**src/rtl/pc_gen.sv**
```systemverilog
// Program-counter generator for the IF stage: boot sequencing, stall/back-pressure,
// branch redirect with a one-deep pending slot, and exception flush.
module pc_gen #(
    parameter int          ADDR_W     = 32,
    parameter logic [31:0] RESET_VEC  = 32'h0000_0000,
    parameter int          INST_BYTES = 4,
    parameter bit          ALIGN_CHK  = 1'b1
) (
    input  logic              clk,
    input  logic              rst,
    input  logic              stall,
    input  logic              if_ready,
    input  logic              branch_flag,
    input  logic [ADDR_W-1:0] branch_target,
    input  logic              flush,
    input  logic [ADDR_W-1:0] flush_pc,
    output logic [ADDR_W-1:0] pc,
    output logic              ce,
    output logic              misalign,
    output logic              pend_valid
);

    localparam logic [ADDR_W-1:0] RST_PC     = ADDR_W'(RESET_VEC);
    localparam logic [ADDR_W-1:0] STEP       = ADDR_W'(INST_BYTES);
    localparam logic [ADDR_W-1:0] ALIGN_MASK = ~(ADDR_W'(INST_BYTES - 1));

    typedef enum logic [1:0] {
        ST_RESET = 2'd0,
        ST_BOOT  = 2'd1,
        ST_RUN   = 2'd2
    } state_e;

    state_e            state_q, state_d;
    logic [ADDR_W-1:0] pc_q, pc_d;
    logic              ce_q, ce_d;
    logic              pend_valid_q, pend_valid_d;
    logic [ADDR_W-1:0] pend_target_q, pend_target_d;
    logic              misalign_q, misalign_d;

    logic              accept;
    logic              load;
    logic [ADDR_W-1:0] load_target;

    assign accept = if_ready & ~stall;

    // NOTE: every always_comb output gets a default first so no path leaves it unassigned (no latch).
    always_comb begin
        state_d       = state_q;
        pc_d          = pc_q;
        ce_d          = ce_q;
        pend_valid_d  = pend_valid_q;
        pend_target_d = pend_target_q;
        misalign_d    = 1'b0;
        load          = 1'b0;
        load_target   = '0;

        unique case (state_q)
            ST_RESET: begin
                state_d = ST_BOOT;
                ce_d    = 1'b0;
                pc_d    = RST_PC;
            end
            ST_BOOT: begin
                state_d = ST_RUN;
                ce_d    = 1'b1;
            end
            ST_RUN: begin
                ce_d = 1'b1;
                if (flush) begin
                    load         = 1'b1;
                    load_target  = flush_pc;
                    pend_valid_d = 1'b0;
                end else if (branch_flag && accept) begin
                    load         = 1'b1;
                    load_target  = branch_target;
                    pend_valid_d = 1'b0;
                end else if (branch_flag) begin
                    // Fetch is blocked: park the redirect; a newer branch overwrites it.
                    pend_target_d = branch_target;
                    pend_valid_d  = 1'b1;
                end else if (pend_valid_q && accept) begin
                    load         = 1'b1;
                    load_target  = pend_target_q;
                    pend_valid_d = 1'b0;
                end else if (accept) begin
                    pc_d = pc_q + STEP;
                end
            end
            default: state_d = ST_RESET;
        endcase

        if (load) begin
            pc_d       = load_target & ALIGN_MASK;
            misalign_d = ALIGN_CHK && (|(load_target & ~ALIGN_MASK));
        end
    end

    // NOTE: sequential state uses non-blocking assignments so all registers update together.
    always_ff @(posedge clk) begin
        if (rst) begin
            state_q      <= ST_RESET;
            pc_q         <= RST_PC;
            ce_q         <= 1'b0;
            pend_valid_q <= 1'b0;
            misalign_q   <= 1'b0;
        end else begin
            state_q      <= state_d;
            pc_q         <= pc_d;
            ce_q         <= ce_d;
            pend_valid_q <= pend_valid_d;
            misalign_q   <= misalign_d;
        end
        // NOTE: pend_target is pure data qualified by pend_valid, so it carries no reset.
        pend_target_q <= pend_target_d;
    end

    assign pc         = pc_q;
    assign ce         = ce_q;
    assign misalign   = misalign_q;
    assign pend_valid = pend_valid_q;

endmodule

```
**config.mk**
```make
export PLATFORM = sky130hd
export DESIGN_NAME = pc_gen
export DESIGN_NICKNAME = d
export VERILOG_FILES = /design/src/rtl/pc_gen.sv
export SDC_FILE = /design/constraint.sdc
export NUM_CORES = 1
export LEC_CHECK = 0
export CORE_ASPECT_RATIO = 0.8
export CORE_UTILIZATION = 56
export CTS_CLUSTER_DIAMETER = 100
export DETAILED_ROUTE_END_ITERATION = 8
export DONT_BUFFER_PORTS = 1
export PLACE_DENSITY = 0.74
export SETUP_SLACK_MARGIN = 0.5
export SLEW_MARGIN = 20
export SYNTH_ARGS = -nofsm -noshare
export SYNTH_HDL_FRONTEND = slang
export SYNTH_SLANG_ARGS = --single-unit
```
**constraint.sdc**
```tcl
create_clock -name clk -period 4.25 [get_ports clk]
set_input_delay 0.6375 -clock clk [delete_from_list [all_inputs] [get_ports clk]]
set_output_delay 0.6375 -clock clk [all_outputs]
set_load 0.01 [all_outputs]
```
==> impl_metrics.csv, run 1 <==
group,metric,value,unit
outcome,outcome,"finished, final reports clean",
finish,n_fill_cell,551,
timing,layout_min_cycle_time,2.55,ns
routing,drtIter0Drc,335,
worst_setup_path,critPathKind,"in2reg",
cts,postCtsHoldBufs,0,
grt,gr-usage-all-layers,0.304,
logic_synthesis,async_flop_share,0,
finish,drive_above_1_share,0.0608,
run,drv_cap,0,
grt,overflow,0,
power_and_ir_drop,p_sw,381,uW
power_and_ir_drop,combPwrFrac,0.124,
power_and_ir_drop,seq_power_share,0.526,
hold_path,holdPathEnd,"state_q[1]",
worst_setup_path,endpoint_kind,"flip-flop",
finish,multiInputGateArea,0.00191,mm^2
finish,final_nets,481,
routing,vias,3376,
timing,hold_viol,0,
grt,met2_usage,0.474,
cts,post_cts.repair.setup_buffers,0,
grt,antenna_found_initial,0,
floorplanning,coreArea,0.00644,mm^2
timing,finalClockSkew,0.0107,ns
floorplanning,rows,26,
timing,setup_viol,0,
floorplanning,dieArea,0.00707,mm^2
worst_setup_path,reg2reg_from,"state_q[0]",
logic_synthesis,yosys_warnings,0,
timing,finalCritPeriodShare,0.601,
logic_synthesis,ys_ff_latch,69,
timing,fmax,0.391,GHz
power_and_ir_drop,p_leak,1.22,nW
placed_design,placed_area,0.00380,mm^2
placed_design,port_buffers,0,
placed_design,place_hpwl,7300,um
grt,grt_max_degree,56,
grt,met3_usage,0.0968,
grt,grt_pass1_vias,3051,
worst_setup_path,required,4.52,ns
cts,cts_sinks,69,
power_and_ir_drop,power_frac_clock,0.350,
floorplanning,initial_core_util,0.585,
cts,cts_tree,"done",
power_and_ir_drop,p_total,1.42,mW
floorplanning,fp.dieH,75.4,um
logic_synthesis,syn_inst,420,
hold_path,min_path_type,"in2reg",
timing,tightest_slew,1.01,ns
routing,viasPerCell,6.82,
worst_setup_path,r2r_cells,7,
logic_synthesis,yosysUniqueCellTypes,53,
placed_design,place_congestion,0.905,
timing,slew_headroom,0.324,
hold_path,min_path_cells,1,
routing,routed_wl,10400,um
hold_path,hp-start,"rst",
worst_setup_path,ff2ff_setup_slack,1.79,ns
finish,n_antenna_cell,0,
timing,tns,0,ns
cts,cts.reportedPaths.clkPinSlew,0.07,ns
routing,wl_per_cell,20.9,um
worst_setup_path,r2r-end,"pc[25]",
cts,cts_resized,0,
finish,areaGrowthSynthToFinish,5.57,%
finish,final_area,0.00398,mm^2
power_and_ir_drop,power.internal,1.04,mW
logic_synthesis,syn_area,0.00377,mm^2
worst_setup_path,critPathMaxFanout,14,
cts,cts_buffers,9,
timing,grt_setup_unrepaired,"false",
cts,clk_path_buf_depth,2,
logic_synthesis,syn_nets,495,
routing,drtPass1Iterations,5,
power_and_ir_drop,ir_drop,0.000204,V
power_and_ir_drop,powerDensity,356,mW/mm^2
logic_synthesis,ys_seq_area_frac,0.451,
grt,busiest_layer,"met2",
grt,grt_use_met1,0.397,
cts,h-tree-depth,3,
power_and_ir_drop,switching_share,0.268,
grt,grt_pass1_wl,15800,um
logic_synthesis,synth-edff-count,32,
worst_setup_path,cp-start-kind,"input pin",
logic_synthesis,ys_dominant_reg_cell,"dfxtp_1",
timing,finalMaxSlewViolations,0,
floorplanning,pin_count,105,
routing,route.detailed.drc,0,
finish,regArea,0.00170,mm^2
logic_synthesis,syn_avg_cell_area,8.98,um^2
worst_setup_path,critPathArrivalTime,2.82,ns
cts,cts_root_buf,"clkbuf_8",
floorplanning,dieWidth,93.7,um
cts,clk_latency,0.35,ns
routing,drtAntennaViolNets,0,
layout make-up:
class | instances | share of cell area
clock buffers | 15 | 0.0443
clock inverters | 1 | 0.00126
inverters | 13 | 0.0123
multi-input cells | 308 | 0.479
flip-flops and latches | 69 | 0.427
well taps | 84 | 0.0264
repair buffers | 5 | 0.00943
Yosys cell counts (9+ instances only):
library cell,n,area share
nand2_1,46,0.046
a22oi_1,38,0.076
dfxtp_1,37,0.20
o21ai_0,36,0.048
edfxtp_1,32,0.25
a21oi_1,28,0.037
clkbuf_1,22,0.022
nand3_1,19,0.025
nor2_1,18,0.018
inv_1,13,0.013
a31oi_1,9,0.015
nand4_1,9,0.015
cell families (layout without fill, tap and decap cells):
logic type / count (synthesis) / count (layout) / synth area share
AO/OA/AOI/OAI: 150 / 150 / 0.264
XOR/XNOR: 1 / 1 / 0.00232
adder cells (fa/ha/maj): 5 / 5 / 0.0166
buffers and inverters: 43 / 34 / 0.0484
flip-flops: 69 / 69 / 0.451
multiplexers: 3 / 3 / 0.00829
AND/OR/NAND/NOR: 149 / 149 / 0.209
state kept, by name, indices dropped and copies added (netlist names):
| register | cells |
|---|---|
| pend_target_q | 32 |
| misalign | 1 |
| state_q | 2 |
| pend_valid | 1 |
| ce | 1 |
| pc | 32 |
critical path, cell delays in order:
cell      delay, ns
nor2b_1        0.68
o22a_1         0.56
nand2_1        0.21
or4_1          0.54
o221ai_1       0.19
how the worst max path moves through the flow:
stage / start / endpoint / slack, ns / cells past startpoint
2_1_floorplan: branch_flag / pend_target_q[0] / 1.30 / 3
3_3_place_gp: if_ready / pc[25] / 1.48 / 5
3_5_place_dp: if_ready / pc[25] / 1.38 / 5
4_1_cts: if_ready / pc[25] / 1.70 / 5
5_1_grt: if_ready / pc[25] / 1.55 / 5
6_report: if_ready / pc[25] / 1.70 / 5
cell usage in the layout (no fill, tap or decap), types with 2 or more instances in the layout:
| master | count |
|---|---|
| nor4_1 | 6 |
| o22ai_1 | 2 |
| nand3b_1 | 3 |
| or4_1 | 6 |
| a221oi_1 | 7 |
| nand2_1 | 46 |
| o21ai_0 | 36 |
| ha_1 | 5 |
| o32ai_1 | 3 |
| buf_4 | 5 |
| and4_1 | 4 |
| a22oi_1 | 38 |
| mux2i_1 | 2 |
| or3_1 | 8 |
| a31oi_1 | 9 |
| inv_1 | 13 |
| nor2b_1 | 4 |
| a211oi_1 | 2 |
| clkbuf_1 | 3 |
| a32oi_1 | 3 |
| nand3_1 | 19 |
| and3_1 | 6 |
| nor3_1 | 7 |
| edfxtp_1 | 32 |
| nor2_1 | 18 |
| o221ai_1 | 6 |
| and2_1 | 3 |
| dfxtp_1 | 37 |
| clkbuf_8 | 12 |
| o211ai_1 | 5 |
| nand4_1 | 9 |
| a21oi_1 | 28 |
| a21o_1 | 2 |
metrics by stage:
stage / cells / setup slack (ns) / hold WS [ns] / utilization
2_1_floorplan: 420 / 1.30 / 0.499 / -
3_3_place_gp: 479 / 1.48 / 0.511 / 0.590
3_5_place_dp: 479 / 1.38 / 0.513 / 0.590
4_1_cts: 495 / 1.70 / 0.343 / 0.618
5_1_grt: 495 / 1.55 / 0.338 / 0.618
6_report: 495 / 1.70 / 0.355 / 0.618
metal layers:
metal  vias to the layer above  wire (um)
li1                       1592          -
met1                      1586       4320
met2                       181       4720
met3                        17       1090
met4                         0        230
met5                         -          0
power by group through the flow:
stage	Sequential (mW)	Combinational [mW]	Clock, mW
after floorplan	0.752	0.146	0
after global placement	0.760	0.170	0
final	0.746	0.176	0.496
after global routing	0.749	0.197	0.526
after CTS	0.746	0.174	0.502
after detailed placement	0.761	0.174	0
No activity file was read; power rests on OpenSTA's default activity.
==> run 2: changes to the inputs <==
- clock period: 4.25 -> 2.2 ns (I/O delays scaled with it)
==> run 2 against run 1 <==
Net effect:
- setup slack got worse by 1.5 ns
- die area did not move
- flip-flop and latch count did not move
- utilization rose by 13 points
- clock skew rose by 0.0012 ns
- cell area rose by 21%
- critical path type is now reg2reg
- critical endpoint is now pc[22]
- largest cell class unchanged
==> impl_metrics.csv, run 2 (same netlist as run 1, synthesis figures left out) <==
group,metric,value,unit
power_and_ir_drop,switching_share,0.295,
routing,viasPerCell,7.14,
cts,cts.reportedPaths.clkPinSlew,0.08,ns
timing,tns,0,ns
placed_design,placed_cells,501,
routing,route.detailed.drc,0,
cts,cts_buffers,9,
timing,setup_viol,0,
grt,grt_max_degree,56,
floorplanning,fp.dieH,75.4,um
power_and_ir_drop,seq_power_share,0.468,
routing,drtAntennaViolNets,0,
timing,slew_headroom,0.544,
grt,grt_pass1_vias,3316,
worst_setup_path,crit_buf_inv,1,
floorplanning,coreArea,0.00644,mm^2
timing,fmax,0.511,GHz
worst_setup_path,cp_top_family,"simple AND/OR/NAND/NOR gates",
routing,vias,3913,
power_and_ir_drop,powerDensity,634,mW/mm^2
cts,clk_latency,0.36,ns
floorplanning,dieWidth,93.7,um
grt,grt_pass1_wl,17000,um
worst_setup_path,ff2ff_setup_slack,0.24,ns
placed_design,place_congestion,0.900,
worst_setup_path,r2r-end,"pc[22]",
placed_design,place_hpwl,7710,um
hold_path,holdPathEnd,"pc[15]",
run,drv_cap,0,
routing,wl_per_cell,23.0,um
finish,n_fill_cell,425,
cts,clk_path_buf_depth,2,
worst_setup_path,critPathArrivalTime,2.24,ns
worst_setup_path,critPathKind,"reg2reg",
power_and_ir_drop,p_sw,897,uW
cts,h-tree-depth,3,
routing,drtIter0Drc,672,
power_and_ir_drop,p_total,3.05,mW
finish,fin_util,0.746,
worst_setup_path,cp_slowest_cell,"or4b_4",
finish,n_antenna_cell,0,
grt,antenna_found_initial,0,
timing,hold_viol,0,
hold_path,min_path_type,"in2reg",
grt,gr-usage-all-layers,0.321,
worst_setup_path,endpoint_kind,"flip-flop",
hold_path,hp-start,"rst",
timing,layout_min_cycle_time,1.96,ns
timing,finalCritPeriodShare,0.890,
grt,overflow,0,
worst_setup_path,reg2reg_from,"state_q[0]",
finish,final_nets,534,
placed_design,port_buffers,0,
floorplanning,dieArea,0.00707,mm^2
finish,layout_common_cells,"nand2_1 (41), buf_4 (40), a22oi_1 (34)",
routing,drtPass1Iterations,6,
finish,fin_cells,548,
worst_setup_path,cp-start-kind,"flip-flop",
floorplanning,rows,26,
power_and_ir_drop,power_frac_clock,0.344,
finish,final_common_cell,"nand2_1",
timing,finalClockSkew,0.0119,ns
routing,routed_wl,12600,um
cts,cts_sinks,69,
floorplanning,initial_core_util,0.585,
power_and_ir_drop,ir_drop,0.000520,V
power_and_ir_drop,power.internal,2.15,mW
power_and_ir_drop,p_leak,1.62,nW
power_and_ir_drop,combPwrFrac,0.188,
cts,cts_root_buf,"clkbuf_8",
hold_path,min_path_cells,1,
worst_setup_path,path_cells,"inv_2 > ha_4 > nand2b_4 > or4b_4 > or4_4 > a31oi_1",
worst_setup_path,critPathMaxFanout,5,
outcome,outcome,"finished, final reports clean",
worst_setup_path,slowest_delay,0.54,ns
floorplanning,pin_count,105,
finish,drive_above_1_share,0.304,
worst_setup_path,r2r_cells,6,
timing,grt_setup_unrepaired,"true",
timing,finalMaxSlewViolations,0,
worst_setup_path,required,2.48,ns
timing,tightest_slew,0.685,ns
cts,cts_tree,"done",
finish,areaGrowthSynthToFinish,27.4,%
## run 2: final cells by class
cell class / count / area [um^2] / share of cell area
Clock buffer: 10 / 128 / 0.0266
Sequential cell: 69 / 1740 / 0.362
Tap cell: 84 / 105 / 0.0219
Inverter: 13 / 48.8 / 0.0102
Timing Repair Buffer: 58 / 532 / 0.111
Multi-Input combinational cell: 308 / 2190 / 0.456
Clock inverter: 6 / 62.6 / 0.0130
## run 2: worst max path at each step
stage / from / to / slack [ns] / cells after the start
floorplan: state_q[0] / pend_target_q[0] / 0.1 / 6
global route: state_q[0] / pc[13] / 0.24 / 9
finish: state_q[0] / pc[22] / 0.24 / 6
detailed placement: if_ready / pc[25] / 0.15 / 6
CTS: state_q[0] / pc[22] / 0.31 / 6
global placement: if_ready / pc[26] / 0.23 / 5
## run 2: per-stage QoR
step	cell area [um^2]	hold slack, ns	setup slack (ns)
floorplan	3840	0.429	0.0996
global placement	4020	0.399	0.227
detailed placement	4020	0.400	0.151
CTS	4400	0.0182	0.309
global route	4810	0.0188	0.241
finish	4810	0.0279	0.242
## run 2: power by group through the flow
stage          Sequential, mW  Combinational, mW  Clock, mW
6_report                 1.43              0.572       1.05
4_1_cts                  1.42              0.427       1.04
5_1_grt                  1.43              0.599       1.10
3_3_place_gp             1.45              0.390          0
2_1_floorplan            1.46              0.291          0
3_5_place_dp             1.45              0.400          0
## run 2: repair_timing
item,CTS,global route
pin swaps,9,36
gates resized for setup,31,72
endpoints found under the setup margin,24,62
gates cloned,0,5
hold buffers,0,0
setup buffers,12,14
## run 2: routing by layer
layer	track usage	wire [um]	vias to the layer above
li1	-	-	1702
met1	0.448	5080	1845
met2	0.455	5490	320
met3	0.110	1640	46
met4	0.133	399	0
met5	0	0	-
## run 2: worst reg2reg max path: stages (launching register included)
cell and delay (ns):
dfxtp_2 0.34, inv_2 0.08, ha_4 0.16, nand2b_4 0.07, or4b_4 0.54, or4_4 0.50, a31oi_1 0.19
